**src/rtl/mouse_master_sm.sv**
```systemverilog
// mouse_master_sm: PS/2 mouse master controller.
// Initialises the mouse (reset, self-test, device ID, enable data reporting),
// then assembles 3-byte movement packets from the byte receiver and pulses
// SEND_INTERRUPT once per complete, error-free packet.
// Optional init watchdog: define MOUSE_INIT_WDT_EN to return to the power-up
// wait when an init wait state stalls for TIMEOUT cycles.
module mouse_master_sm #(
    parameter int unsigned INIT_WAIT = 5_000_000,
    parameter int unsigned TIMEOUT   = 100_000_000
) (
    input  logic       CLK,
    input  logic       RESET,
    output logic       SEND_BYTE,
    output logic [7:0] BYTE_TO_SEND,
    input  logic       BYTE_SENT,
    output logic       READ_ENABLE,
    input  logic [7:0] BYTE_READ,
    input  logic [1:0] BYTE_ERROR_CODE,
    input  logic       BYTE_READY,
    output logic [7:0] MOUSE_STATUS,
    output logic [7:0] MOUSE_DX,
    output logic [7:0] MOUSE_DY,
    output logic       SEND_INTERRUPT
);

    typedef enum logic [3:0] {
        StWaitPowerup,
        StSendRst,
        StWaitSentRst,
        StWaitAckRst,
        StWaitSelftest,
        StWaitId,
        StSendEn,
        StWaitSentEn,
        StWaitAckEn,
        StRxStatus,
        StRxDx,
        StRxDy
    } state_e;

    localparam logic [7:0] CmdReset  = 8'hFF;
    localparam logic [7:0] CmdEnable = 8'hF4;
    localparam logic [7:0] RspAck    = 8'hFA;
    localparam logic [7:0] RspPass   = 8'hAA;
    localparam logic [7:0] RspId     = 8'h00;

    state_e      state_q, state_d;
    logic [31:0] cnt_q;
    logic [7:0]  status_q, dx_q;
    logic        cap_status, cap_dx, pkt_done;
    logic        byte_ok;

    // A received byte with clean parity and stop bit.
    assign byte_ok = BYTE_READY && (BYTE_ERROR_CODE == 2'b00);

    function automatic logic is_rx_state(input state_e s);
        return (s == StWaitAckRst) || (s == StWaitSelftest) || (s == StWaitId) ||
               (s == StWaitAckEn) || (s == StRxStatus) || (s == StRxDx) || (s == StRxDy);
    endfunction

`ifdef MOUSE_INIT_WDT_EN
    logic [31:0] wdt_q;

    function automatic logic is_init_wait(input state_e s);
        return (s == StWaitSentRst) || (s == StWaitSentEn) || (s == StWaitAckRst) ||
               (s == StWaitAckEn) || (s == StWaitSelftest) || (s == StWaitId);
    endfunction

    // Watchdog restarts on every state change.
    always_ff @(posedge CLK) begin
        if (RESET || (state_d != state_q)) wdt_q <= '0;
        else                               wdt_q <= wdt_q + 32'd1;
    end
`else
    logic unused_timeout;
    assign unused_timeout = ^TIMEOUT;
`endif

    // Next-state decode and packet-capture strobes.
    always_comb begin
        state_d    = state_q;
        cap_status = 1'b0;
        cap_dx     = 1'b0;
        pkt_done   = 1'b0;
        case (state_q)
            StWaitPowerup: if (cnt_q == 32'(INIT_WAIT - 1)) state_d = StSendRst;
            StSendRst:     state_d = StWaitSentRst;
            // A done pulse coincident with our own request cannot be genuine.
            StWaitSentRst: if (BYTE_SENT && !SEND_BYTE) state_d = StWaitAckRst;
            StWaitAckRst: begin
                if (BYTE_READY) begin
                    state_d = (byte_ok && BYTE_READ == RspAck) ? StWaitSelftest : StWaitPowerup;
                end
            end
            StWaitSelftest: begin
                if (BYTE_READY) begin
                    state_d = (byte_ok && BYTE_READ == RspPass) ? StWaitId : StWaitPowerup;
                end
            end
            StWaitId: begin
                if (BYTE_READY) begin
                    state_d = (byte_ok && BYTE_READ == RspId) ? StSendEn : StWaitPowerup;
                end
            end
            StSendEn:     state_d = StWaitSentEn;
            StWaitSentEn: if (BYTE_SENT && !SEND_BYTE) state_d = StWaitAckEn;
            StWaitAckEn: begin
                if (BYTE_READY) begin
                    state_d = (byte_ok && BYTE_READ == RspAck) ? StRxStatus : StWaitPowerup;
                end
            end
            // Bit 3 of the status byte is always set; use it to resync.
            StRxStatus: begin
                if (byte_ok && BYTE_READ[3]) begin
                    cap_status = 1'b1;
                    state_d    = StRxDx;
                end
            end
            StRxDx: begin
                if (BYTE_READY) begin
                    if (byte_ok) begin
                        cap_dx  = 1'b1;
                        state_d = StRxDy;
                    end else begin
                        state_d = StRxStatus;
                    end
                end
            end
            StRxDy: begin
                if (BYTE_READY) begin
                    pkt_done = byte_ok;
                    state_d  = StRxStatus;
                end
            end
            default: state_d = StWaitPowerup;
        endcase
`ifdef MOUSE_INIT_WDT_EN
        if (is_init_wait(state_q) && (state_d == state_q) && (wdt_q == 32'(TIMEOUT - 1))) begin
            state_d = StWaitPowerup;
        end
`endif
    end

    // State register and power-up counter (held at zero outside the wait).
    always_ff @(posedge CLK) begin
        if (RESET) begin
            state_q <= StWaitPowerup;
            cnt_q   <= '0;
        end else begin
            state_q <= state_d;
            if (state_q == StWaitPowerup && state_d == StWaitPowerup) cnt_q <= cnt_q + 32'd1;
            else                                                      cnt_q <= '0;
        end
    end

    // Partial-packet capture of the first two bytes.
    always_ff @(posedge CLK) begin
        if (RESET) begin
            status_q <= '0;
            dx_q     <= '0;
        end else begin
            if (cap_status) status_q <= BYTE_READ;
            if (cap_dx)     dx_q     <= BYTE_READ;
        end
    end

    // Registered outputs: transmit requests, receive enable, packet results.
    always_ff @(posedge CLK) begin
        if (RESET) begin
            SEND_BYTE      <= 1'b0;
            BYTE_TO_SEND   <= '0;
            READ_ENABLE    <= 1'b0;
            MOUSE_STATUS   <= '0;
            MOUSE_DX       <= '0;
            MOUSE_DY       <= '0;
            SEND_INTERRUPT <= 1'b0;
        end else begin
            SEND_BYTE      <= (state_q == StSendRst) || (state_q == StSendEn);
            if (state_q == StSendRst) BYTE_TO_SEND <= CmdReset;
            if (state_q == StSendEn)  BYTE_TO_SEND <= CmdEnable;
            READ_ENABLE    <= is_rx_state(state_d);
            SEND_INTERRUPT <= pkt_done;
            if (pkt_done) begin
                MOUSE_STATUS <= status_q;
                MOUSE_DX     <= dx_q;
                MOUSE_DY     <= BYTE_READ;
            end
        end
    end

endmodule

```
**config.mk**
```make
export PLATFORM = sky130hd
export DESIGN_NAME = mouse_master_sm
export DESIGN_NICKNAME = d
export VERILOG_FILES = /design/src/rtl/mouse_master_sm.sv
export SDC_FILE = /design/constraint.sdc
export NUM_CORES = 1
export LEC_CHECK = 0
export CAP_MARGIN = 20
export CORE_ASPECT_RATIO = 1.2
export CORE_MARGIN = 4
export CORE_UTILIZATION = 30
export CTS_BUF_LIST = sky130_fd_sc_hd__clkbuf_8 sky130_fd_sc_hd__clkbuf_16
export CTS_CLUSTER_SIZE = 16
export DETAILED_ROUTE_END_ITERATION = 12
export MAX_ROUTING_LAYER = met4
export PLACE_DENSITY_LB_ADDON = 0.08
export SYNTH_ARGS = -nofsm -noshare
export SYNTH_HDL_FRONTEND = slang
export SYNTH_SLANG_ARGS = --single-unit
```
**constraint.sdc**
```tcl
create_clock -name CLK -period 3.13 [get_ports CLK]
set_clock_uncertainty 0.1 [all_clocks]
set_input_delay 0.4695 -clock CLK [delete_from_list [all_inputs] [get_ports CLK]]
set_output_delay 0.4695 -clock CLK [all_outputs]
set_load 0.02 [all_outputs]
```
# [After elaboration in Yosys (flattened, before gate mapping)]
# Index checks and enable logic that the tools add are counted.
# W data, S select, Z words.
[word_totals] register_bits=85 input_bits=14
[op_classes] mux=25 eq_ne=21 reduce_logical=22 addsub=1 bitwise_logic=1
[ops] operator="$pmux W4 S12" count=1
[ops] operator="$mux W4" count=11
[ops] operator="$add A32 B1 Y32 const B" count=1
[ops] operator="$eq A32 B23 Y1 const B" count=1
[ops] operator="$eq A4 B4 Y1 const B" count=8
[ops] operator="$eq A4 B3 Y1 const B" count=6
[ops] operator="$eq A8 B8 Y1 const B" count=2
[ops] operator="$mux W8" count=2
[ops] operator="$eq A4 B2 Y1 const B" count=3
[ops] operator="$mux W3" count=3
[ops] operator="$logic_not A4 Y1" count=2
[ops] operator="$logic_not A8 Y1" count=1
[ops] operator="$logic_and A1 B1 Y1" count=7
[ops] operator="$logic_or A1 B1 Y1" count=7
[ops] operator="$mux W1" count=7
[ops] operator="$eq A4 B1 Y1 const B" count=1
[ops] operator="$reduce_or A2 Y1" count=2
[ops] operator="$logic_not A2 Y1" count=1
[ops] operator="$mux W2" count=1
[ops] operator="$reduce_bool A2 Y1" count=1
[ops] operator="$logic_not A1 Y1" count=1
[ops] operator="$not A1 Y1" count=1

# [Longest topological paths before layout]
[logic_depth] word_depth=13 mapped_depth=8

# [Worst setup path after synthesis]
# OpenSTA, ideal clock, no wires.
[synth_path] path_kind="input -> register" start="in BYTE_SENT" end="reg cnt_q[23]" path_stages=6 path_buffers=1 setup_ns=0.062 t_required_ns=2.968 slack_ns=1.188 t_arrival_ns=1.780 path_cell_list="nor2b_1 > nor3b_1 > o31a_1 > a2111o_2 > buf_6 > nor2_2"
[synth_between] elab_chain_cells=7
[synth_lines] element="start: declaration" line_no="15" rtl="input logic BYTE_SENT,"
[synth_lines] element="$logic_and A1 B1 Y1 (*)" line_no="89, 106"
[synth_lines] element="$mux W4, on equally long branches" line_no="106, 89"
[synth_lines] element="$pmux W4 S12 (*)" line_no="85" rtl="case (state_q)"
[synth_lines] element="$logic_not A4 Y1 (*)" line_no="151" rtl="if (state_q == StWaitPowerup && state_d == StWaitPowerup) cnt_q <= cnt_q + 32'd1;"
[synth_lines] element="$logic_and A1 B1 Y1 (*)" line_no="151"
[synth_lines] element="$not A1 Y1 (no source line) (*)"
[synth_lines] element="$reduce_or A2 Y1 (no source line) (*)"
[synth_lines] element="end signal: assignment" line_no="151"
[synth_lines] element="end: declaration" line_no="48" rtl="logic [31:0] cnt_q;"
# Mark *: on every way between the ends. The rest lies on a longest branch, timed or not.
# A chain may end at the register's enable or synchronous reset.

# [Final worst setup path]
[layout_path] start="in BYTE_READ[4]" end="reg cnt_q[17]"
[layout_between] elab_chain_cells=9
[layout_lines] element="start: declaration" line_no="17" rtl="input logic [7:0] BYTE_READ,"
[layout_lines] element="$eq A8 B8 Y1 (tied with other cells)" line_no="92, 109"
[layout_lines] element="$logic_and A1 B1 Y1, on equally long branches"
[layout_lines] element="$mux W4 (tied with other cells)" line_no="109" rtl="state_d = (byte_ok && BYTE_READ == RspAck) ? StRxStatus : StWaitPowerup;"
[layout_lines] element="$mux W4, on equally long branches"
[layout_lines] element="$pmux W4 S12 (*)" line_no="85"
[layout_lines] element="$logic_not A4 Y1 (*)" line_no="151"
[layout_lines] element="$logic_and A1 B1 Y1 (*)" line_no="151"
[layout_lines] element="$not A1 Y1 (no source line) (*)"
[layout_lines] element="$reduce_or A2 Y1 (no source line) (*)"
# Marked as above.

==> summary.txt <==
Status
  • Status: completed

Route
  • Drt first pass iters: 6
  • DRC viols: 0
  • Detail Route Antenna Nets: 0
  • Via count: ~3000
  • 1st-iter DRT viols: 124
  • Avg WL per Cell: 14.0 um
  • Via density: 4.74
  • Routed WL: around 9000 um

Logic synthesis
  • Async S/R FF share, synth: 0%
  • FF+latch count, synth: between 80 and 90
  • Mapped Nets: 443
  • Number of flops mapped to enable cells by yosys: 0
  • Post-synthesis sequential area ratio: 44.8%
  • Top cell type's share of synthesized area: 44.8%
  • Area leader, netlist: dfxtp_1
  • Syn Std Cell Area: 0.00362 mm2
  • Synthesized area per cell: 8.46 um2
  • Dominant cells by area after synthesis: dfxtp_1 45%, nand2_1 6.8%, nor2_1 6.2%
  • Cell count after synthesis: 428
  • Synthesis Warnings: 0
  • Top FF cell, synth: dfxtp_1
  • Post-synthesis cell type count: approximately 50

GRT
  • Antenna violations before repair: 0
  • Pin count of the biggest net entering global routing: 49
  • Grt total ovfl: 0
  • Gr usage total: between 10% and 20%
  • Vias in the first global route: 2866
  • First-pass GRT wire length: 14500 um

Run
  • Max-Cap Viols: 0

Final layout
  • Ant diodes: 0
  • FILL cells: 1263
  • Layout area overhead: 24.4%
  • Layout cells sized above 1: 8.70%
  • Final Non-Filler Cells: 628
  • Post-route cell area: around 0.0045 mm2
  • Nets@finish: between 400 and 500

Floorplanning
  • Starting Density: 31.0%
  • Die area: 0.0139 mm2
  • Core Area: 0.0117 mm2
  • Row cnt: 43
  • Die Y: 128 um
  • Die width: 108 um
  • # IOs: 49

Placed design
  • Port Buffers: 48
  • Placed cells: 613
  • Placed cell areas: 0.00420 mm2
  • DP HPWL: 6030 um
  • Routability cong.: 0.722

Timing
  • Worst-Margin Slew: about 0.66 ns
  • RSZ-0062 raised after global routing: false
  • Fin crit share: 81.3%
  • Slew headroom: 55.8%
  • Slew Limit Fails: 0
  • Maximum clock frequency: 393 MHz
  • Hold Fails Final Rpt: 0
  • Setup TNS: 0 ns
  • Post-route minimum period: 2.54 ns
  • Setup violators final: 0

Pwr
  • IR Drop Worst-Case VDD: between 0.2 and 0.25 mV
  • Pwr dens: 496 mW/mm2
  • Leakage: 1.52 nW

Critical path
  • Crit path arrival time: 2.64 ns
  • Reg2reg end: cnt_q[17]
  • Category of the most critical setup path: in -> reg
  • R2R Setup Slk: 0.73 ns
  • Worst Reg-to-Reg Cells: 5
  • Crit start category: input pin
  • Critical Path End Type: flop
  • Crit-path max FO: 32
  • R2R Path Start: state_q[3]
  • Data required time of the worst path: 3.23 ns

Hold path
  • Hold path cells: 3
  • Worst hold start: RESET
  • Hold WC Path Type: in -> reg
  • Hold endpoint: state_q[3]

CTS
  • H-tree depth: 3
  • CTS tree: done
  • Clock root cell: clkbuf_16
  • Clock insertion delay at the later pin of the skew report: 0.34 ns
  • # hold bufs at CTS: 0
  • Reg clk slew, reported paths: 0.06 ns
  • Num CTS Buffers: 9
  • Clock Tree Buf Depth: 2
  • Clock sink total: 81
  • Postcts setup bufs: 0
  • PostCTS Resize Cnt: 0
==> cells by family (layout without fill, tap and decap cells) <==
family	count (synthesis)	in the layout	synth area share [%]
AND/OR/NAND/NOR	218	218	29.9
buffers and inverters	36	79	5.35
flip-flops	81	81	44.8
AO/OA/AOI/OAI	45	45	7.63
adder cells (fa/ha/maj)	1	1	0.345
XOR/XNOR	30	30	7.25
multiplexers	17	17	4.70
==> critical path: stages <==
cell             delay, ns
clkdlybuf4s50_1       0.55
nor4bb_1              0.52
a22oi_1               0.18
o32ai_1               0.19
a2111o_2              0.60
nor2_1                0.11
==> power by group <==
| group | total, mW | internal, mW | switching (mW) |
|---|---|---|---|
| combinational | 0.0844 | 0.0357 | 0.0487 |
| sequential | 1.04 | 1.04 | 0.00540 |
| clock | 1.11 | 0.691 | 0.420 |
| total | 2.24 | 1.76 | 0.474 |
==> layout make-up <==
| type | count | area [um2] | share of cell area (%) |
|---|---|---|---|
| Multi-Input combinational cell | 311 | 1810 | 40.1 |
| Tap cell | 157 | 196 | 4.36 |
| Clock buffer | 9 | 225 | 5.00 |
| Inverter | 6 | 22.5 | 0.500 |
| Timing Repair Buffer | 58 | 551 | 12.2 |
| Clock inverter | 6 | 83.8 | 1.86 |
| Sequential cell | 81 | 1620 | 36.0 |
==> sequential cells by signal (all words and copies together) (netlist names), 2 cells and up <==
name,cells
state_q,4
MOUSE_DX,8
dx_q,8
MOUSE_STATUS,8
MOUSE_DY,8
cnt_q,32
status_q,8
BYTE_TO_SEND,2
==> metal layers <==
layer / vias to the layer above / track usage, % / share of wire [%]
li1: 1537 / - / -
met1: 1381 / 16.2 / 45
met2: 46 / 22.5 / 49
met3: 12 / 2.56 / 3.8
met4: 0 / 6.91 / 2.1
met5: - / - / 0
==> placed cells by master (no fill, tap or decap), types with 2 or more instances in the layout <==
master and instances:
nor4_1 13, nor3b_1 2, nand4_2 2, o21ai_0 2, nor4b_1 4, o31ai_1 2
and4_1 7, inv_1 6, dfxtp_1 81, and3_1 6, nand2_1 66, nand3_1 12
a21oi_1 27, nor4bb_1 2, nand2b_1 3, bufinv_16 2, o32ai_1 2, nor2_2 10
and2_1 3, nor2b_1 4, xor2_1 7, nor2_1 60, mux2i_1 17, clkinv_2 3
clkbuf_16 9, nand4_1 10, clkdlybuf4s50_1 47, buf_4 10, nor3_1 9, xnor2_1 23
==> worst max path at each step <==
stage,start,end,slack [ns],cells past startpoint
2_1_floorplan,BYTE_SENT,cnt_q[23],1.19,6
3_3_place_gp,BYTE_READ[4],cnt_q[16],0.22,6
3_5_place_dp,BYTE_READ[4],cnt_q[11],0.19,6
4_1_cts,BYTE_READ[4],cnt_q[17],0.54,6
5_1_grt,BYTE_READ[4],cnt_q[22],0.30,6
6_report,BYTE_READ[4],cnt_q[17],0.59,6
==> stage by stage <==
stage,setup WS [ns],utilization (%),hold slack [ns],total power [mW]
floorplan,1.19,-,0.331,1.11
global placement,0.221,36.0,0.341,1.15
detailed placement,0.195,36.0,0.343,1.15
CTS,0.542,38.6,0.336,2.27
global route,0.297,38.6,0.343,2.33
finish,0.586,38.6,0.340,2.24
==> synthesized netlist by cell type (all sizes together) (2+ instances only) <==
cell / count
o31ai: 2
nor4bb: 2
nand3: 12
nor3b: 2
and2: 3
nor4b: 4
nor2: 70
and4: 7
xnor2: 23
o32ai: 2
and3: 6
nand2b: 3
dfxtp: 81
a21oi: 27
nor4: 14
nand4: 12
nor3: 9
nand2: 66
buf: 18
nor2b: 5
mux2i: 17
clkbuf: 12
inv: 6
xor2: 7
o21ai: 2
Note: power is estimated with default switching activity, not from simulation.
